==> src/rtl/dmem_arb_pkg.sv <==
// Shared types and constants for the data-memory arbiter between the CPU MEM stage and the
// host/loader port.
package dmem_arb_pkg;

  typedef enum logic [1:0] {
    OWN_NONE,
    OWN_CPU,
    OWN_HOST
  } owner_e;

  localparam int unsigned DMEM_DW = 32;
  localparam int unsigned DMEM_AW = 32;
  localparam int unsigned PERF_W  = 32;

  // Bits needed to hold 0..max_wait inclusive.
  function automatic int unsigned starve_w(input int unsigned max_wait);
    return (max_wait < 1) ? 1 : $clog2(max_wait + 1);
  endfunction

endpackage

==> src/rtl/sat_counter.sv <==
// Free-running up-counter that sticks at all-ones; cleared by the synchronous active-low reset.
module sat_counter #(
  parameter int unsigned W = 32
) (
  input  logic         clk,
  input  logic         reset,
  input  logic         inc,
  output logic [W-1:0] count
);

  logic [W-1:0] count_q, count_d;

  always_comb begin
    count_d = count_q;
    if (inc && (count_q != '1)) begin
      count_d = count_q + W'(1);
    end
  end

  always_ff @(posedge clk) begin
    if (!reset) begin
      count_q <= '0;
    end else begin
      count_q <= count_d;
    end
  end

  assign count = count_q;

endmodule

==> src/rtl/dmem_arbiter.sv <==
// Single-port data-memory arbiter: CPU priority, host starvation guard and host burst lock.
// Optional stall/wait performance counters are enabled with DMEM_ARB_PERF_EN.
module dmem_arbiter
  import dmem_arb_pkg::*;
#(
  parameter int unsigned DW       = DMEM_DW,
  parameter int unsigned AW       = DMEM_AW,
  parameter int unsigned MAX_WAIT = 4
) (
  input  logic              clk,
  input  logic              reset,
  input  logic              cpu_req,
  input  logic              cpu_we,
  input  logic [AW-1:0]     cpu_addr,
  input  logic [DW-1:0]     cpu_wdata,
  output logic              cpu_stall,
  output logic              cpu_rvalid,
  output logic [DW-1:0]     cpu_rdata,
  input  logic              host_req,
  input  logic              host_we,
  input  logic [AW-1:0]     host_addr,
  input  logic [DW-1:0]     host_wdata,
  input  logic              host_lock,
  output logic              host_gnt,
  output logic              host_rvalid,
  output logic [DW-1:0]     host_rdata,
  output logic              mem_we,
  output logic [AW-1:0]     mem_addr,
  output logic [DW-1:0]     mem_wdata,
  input  logic [DW-1:0]     mem_rdata
`ifdef DMEM_ARB_PERF_EN
  ,
  output logic [PERF_W-1:0] cpu_stall_cycles,
  output logic [PERF_W-1:0] host_wait_cycles
`endif
);

  localparam int unsigned SW = starve_w(MAX_WAIT);
  localparam logic [SW-1:0] MaxWait = SW'(MAX_WAIT);

  owner_e        owner;
  logic          cpu_gnt;
  logic          host_wait;
  logic [SW-1:0] starve_q, starve_d;
  logic          lock_own_q, lock_own_d;
  logic          cpu_rvalid_q, cpu_rvalid_d;
  logic          host_rvalid_q, host_rvalid_d;

  // Grant decision; reset forces no owner so nothing reaches memory.
  always_comb begin
    owner = OWN_NONE;
    if (!reset) begin
      owner = OWN_NONE;
    end else if (lock_own_q && host_req) begin
      owner = OWN_HOST;
    end else if (host_req && (starve_q == MaxWait)) begin
      owner = OWN_HOST;
    end else if (cpu_req) begin
      owner = OWN_CPU;
    end else if (host_req) begin
      owner = OWN_HOST;
    end
  end

  assign cpu_gnt   = (owner == OWN_CPU);
  assign host_gnt  = (owner == OWN_HOST);
  assign cpu_stall = reset & cpu_req & ~cpu_gnt;
  assign host_wait = reset & host_req & ~host_gnt;

  always_comb begin
    mem_we    = 1'b0;
    mem_addr  = '0;
    mem_wdata = '0;
    case (owner)
      OWN_CPU: begin
        mem_we    = cpu_we;
        mem_addr  = cpu_addr;
        mem_wdata = cpu_wdata;
      end
      OWN_HOST: begin
        mem_we    = host_we;
        mem_addr  = host_addr;
        mem_wdata = host_wdata;
      end
      default: ;
    endcase
  end

  always_comb begin
    starve_d = starve_q;
    if (!host_wait) begin
      starve_d = '0;
    end else if (starve_q != MaxWait) begin
      starve_d = starve_q + SW'(1);
    end
    // A lock can only be taken on a cycle the host actually owns the memory.
    lock_own_d    = host_gnt & host_lock;
    cpu_rvalid_d  = cpu_gnt & ~cpu_we;
    host_rvalid_d = host_gnt & ~host_we;
  end

  always_ff @(posedge clk) begin
    if (!reset) begin
      starve_q      <= '0;
      lock_own_q    <= 1'b0;
      cpu_rvalid_q  <= 1'b0;
      host_rvalid_q <= 1'b0;
    end else begin
      starve_q      <= starve_d;
      lock_own_q    <= lock_own_d;
      cpu_rvalid_q  <= cpu_rvalid_d;
      host_rvalid_q <= host_rvalid_d;
    end
  end

  assign cpu_rvalid  = cpu_rvalid_q;
  assign host_rvalid = host_rvalid_q;
  assign cpu_rdata   = mem_rdata;
  assign host_rdata  = mem_rdata;

`ifdef DMEM_ARB_PERF_EN
  sat_counter #(
    .W(PERF_W)
  ) u_cpu_stall_cnt (
    .clk  (clk),
    .reset(reset),
    .inc  (cpu_stall),
    .count(cpu_stall_cycles)
  );

  sat_counter #(
    .W(PERF_W)
  ) u_host_wait_cnt (
    .clk  (clk),
    .reset(reset),
    .inc  (host_wait),
    .count(host_wait_cycles)
  );
`else
  // No counters in this build; arbitration is unaffected.
`endif

endmodule

==> config.mk <==
export PLATFORM = sky130hd
export DESIGN_NAME = dmem_arbiter
export DESIGN_NICKNAME = d
export VERILOG_FILES = /design/src/rtl/dmem_arb_pkg.sv /design/src/rtl/sat_counter.sv /design/src/rtl/dmem_arbiter.sv
export SDC_FILE = /design/constraint.sdc
export NUM_CORES = 1
export LEC_CHECK = 0
export CAP_MARGIN = 20
export CORE_AREA = 8 8 111 113
export CTS_BUF_LIST = sky130_fd_sc_hd__clkbuf_16
export DETAILED_ROUTE_END_ITERATION = 6
export DIE_AREA = 0 0 119 121
export GPL_TIMING_DRIVEN = 0
export SKIP_LAST_GASP = 1
export SYNTH_ARGS = -nofsm -noshare
export SYNTH_HDL_FRONTEND = slang
export SYNTH_HIERARCHICAL = 1
export SYNTH_SLANG_ARGS = --single-unit
==> constraint.sdc <==
create_clock -name clk -period 7.2 [get_ports clk]
set_input_delay 1.8 -clock clk [delete_from_list [all_inputs] [get_ports clk]]
set_output_delay 1.8 -clock clk [all_outputs]
set_load 0.01 [all_outputs]
==> results.toml <==
[status]
status = "finished, final reports clean"

[drt]
wl_per_cell_um = 17.68
viasPerCell = 4.169
route.vias.total = 2764
ant_nets = 0
detail_route.wirelength_um = 11730
drc = 0
drt-initial-drc-count = 87
dr.pass1.iters = 4

[cts]
clk_pin_slew_ns = 0.03
clock_latency_ns = 0.23
ctsResizeCount = 0
cts_hold_buf = 0
post_cts_buffers = 0
tritoncts.num_buffers = 3
h-tree-depth = 1
clockBufferDepth = 2
cts.sinks = 6
tritoncts = "yes"
cts_root_buffer = "clkbuf_16"

[placed_design]
portBuffers = 267
place_hpwl_um = 10340
gp_congestion = 0.7867

[final_layout]
fillers = 1064
fin_util_pct = 43.13
drive_gt1_share_pct = 16.44
seq_area_sq_um = 120.1
final_nets = 697
diodes = 0
multiInputGateArea_sq_um = 927.1
area_growth_pct = 177.1

[synthesis]
syn_nets = 425
synth_cells = 253
synth.ff_latch_count = 6
synth_top_family_by_area = "buffers and inverters"
seq_area_frac_synth_pct = 7.278
yosys.area_share.xor_xnor_pct = 0
synth_cell_types = 19
synth.avg_cell_area_sq_um = 6.523
yosys_warnings = 6
syn_area_sq_um = 1650
yosys.area_share.adder_pct = 3.791
synth_compound_area_share_pct = 33.51
synth-simple-area-share_pct = 18.88
synthMuxAreaShare_pct = 0

[sta]
worst_pin_slew_ns = 0.4489
finalCritPeriodShare_pct = 83.11
setup_viol = 0
slew_headroom_pct = 70.07
rsz0062_at_grt = "no"
clock_skew_ns = 0.002042
setup-tns-final_ns = 0
drv_slew = 0
hold_viol = 0
hold_ws_ns = 0.5102
max_freq_ghz = 0.1671
period_minus_slack_ns = 5.984

[floorplan]
ioPinCount = 300
fp.dieW_um = 119
num_rows = 38
coreArea_sq_um = 10600
dieHeight_um = 121
die_area_sq_um = 14400
start_util_pct = 15.57

[global_route]
antenna_found_initial = 0
grt_max_degree = 11
grt_pass1_vias = 3012
grt_pass1_wl_um = 17020
gr-usage-all-layers_pct = 14.68
overflow = 0

[setup_path]
endpoint_kind = "output port"
arrival_ns = 4.18
worstPathRequired_ns = 5.40
path_class = "in -> out"
crit_fanout = 10
cp-start-kind = "input pin"

[job]
cap_violations = 0

[power_and_ir_drop]
powerDensity_nw_per_um2 = 79.66
leakage_nw = 1.796
ir_drop_uv = 100.7

[min_path]
hp-class = "reg -> reg"
==> cells in the final DEF (no fill, tap or decap) <==
master	netlist	layout
nand2_1	4	4
a21oi_1	5	5
and3b_1	1	1
nand3_1	2	2
a22oi_1	65	65
buf_1	2	2
buf_4	68	68
buf_2	13	13
dfxtp_1	6	6
nor2_1	69	69
clkbuf_16	0	3
ha_1	5	5
clkbuf_2	1	1
inv_1	2	2
a21bo_2	1	1
nand3b_1	1	1
and3_1	1	1
clkbuf_1	2	2
a21o_1	4	4
clkdlybuf4s50_1	0	267
nor3_1	1	1
==> state kept, by name, indices dropped and copies added, names as in the netlist <==
signal and count:
lock_own_q 1, host_rvalid 1, starve_q 3, cpu_rvalid 1
==> path summary, 6_finish.rpt <==
kind	startpoint	endpoint	slack, ns	cells after the start
max	reset	mem_addr[16]	1.22	9
min	starve_q[1]	starve_q[1]	0.51	2
max reg2reg	starve_q[0]	starve_q[2]	5.32	7
min reg2reg	starve_q[1]	starve_q[1]	0.51	2
==> cells in the mapped netlist <==
master,n,area share (%)
clkbuf_1,2,0.46
a21bo_2,1,0.61
dfxtp_1,6,7.3
nand3_1,2,0.61
clkbuf_2,1,0.30
nor2_1,69,16
inv_1,2,0.46
and3_1,1,0.38
buf_4,68,31
nand3b_1,1,0.46
a21oi_1,5,1.5
nand2_1,4,0.91
buf_1,2,0.46
a22oi_1,65,30
a21o_1,4,1.8
ha_1,5,3.8
nor3_1,1,0.30
buf_2,13,3.9
and3b_1,1,0.53
==> critical path, stage by stage <==
cell and delay (ns):
clkdlybuf4s50_1 0.56, nand2_1 0.10, a21oi_1 0.19, ha_1 0.20
buf_2 0.23, buf_2 0.27, a22oi_1 0.14, nor2_1 0.12
clkdlybuf4s50_1 0.57
==> layout make-up <==
type | instances | share of cell area, %
Timing Repair Buffer | 267 | 58.44
Multi-Input combinational cell | 159 | 20.27
Buffer | 86 | 13.02
Tap cell | 140 | 3.830
Sequential cell | 6 | 2.627
Clock buffer | 3 | 1.642
Inverter | 2 | 0.1642
==> routing by layer <==
metal | part of all wire [%] | vias to the layer above | wire length, um | track usage, %
li1 | - | 1360 | - | -
met1 | 34 | 1245 | 3979 | 13.76
met2 | 54 | 157 | 6294 | 28.98
met3 | 12 | 2 | 1411 | 7.073
met4 | 0.34 | 0 | 40 | 1.423
met5 | 0 | - | 0 | 0
==> metrics by stage <==
stage	instance area (sq um)	std cells	setup slack, ns	power [mW]
after floorplan	1650	253	2.535	0.1237
after CTS	4573	663	1.160	0.3686
final	4573	663	1.216	0.3643
after global placement	4498	660	1.203	0.2747
after detailed placement	4498	660	1.171	0.2768
after global routing	4573	663	1.000	0.3838
==> kinds of logic after synthesis <==
logic type / after synthesis
compound gates: 75
buf+inv: 88
flops: 6
fa+ha+maj: 5
simple gates: 79
==> report_power, final <==
part | switching [mW] | internal (mW) | leakage (nW)
sequential | 0.000644 | 0.0343 | 0.0487
clock | 0.0187 | 0.0713 | 0.0370
combinational | 0.0829 | 0.156 | 1.71
Power figures use the tool's default switching activity.
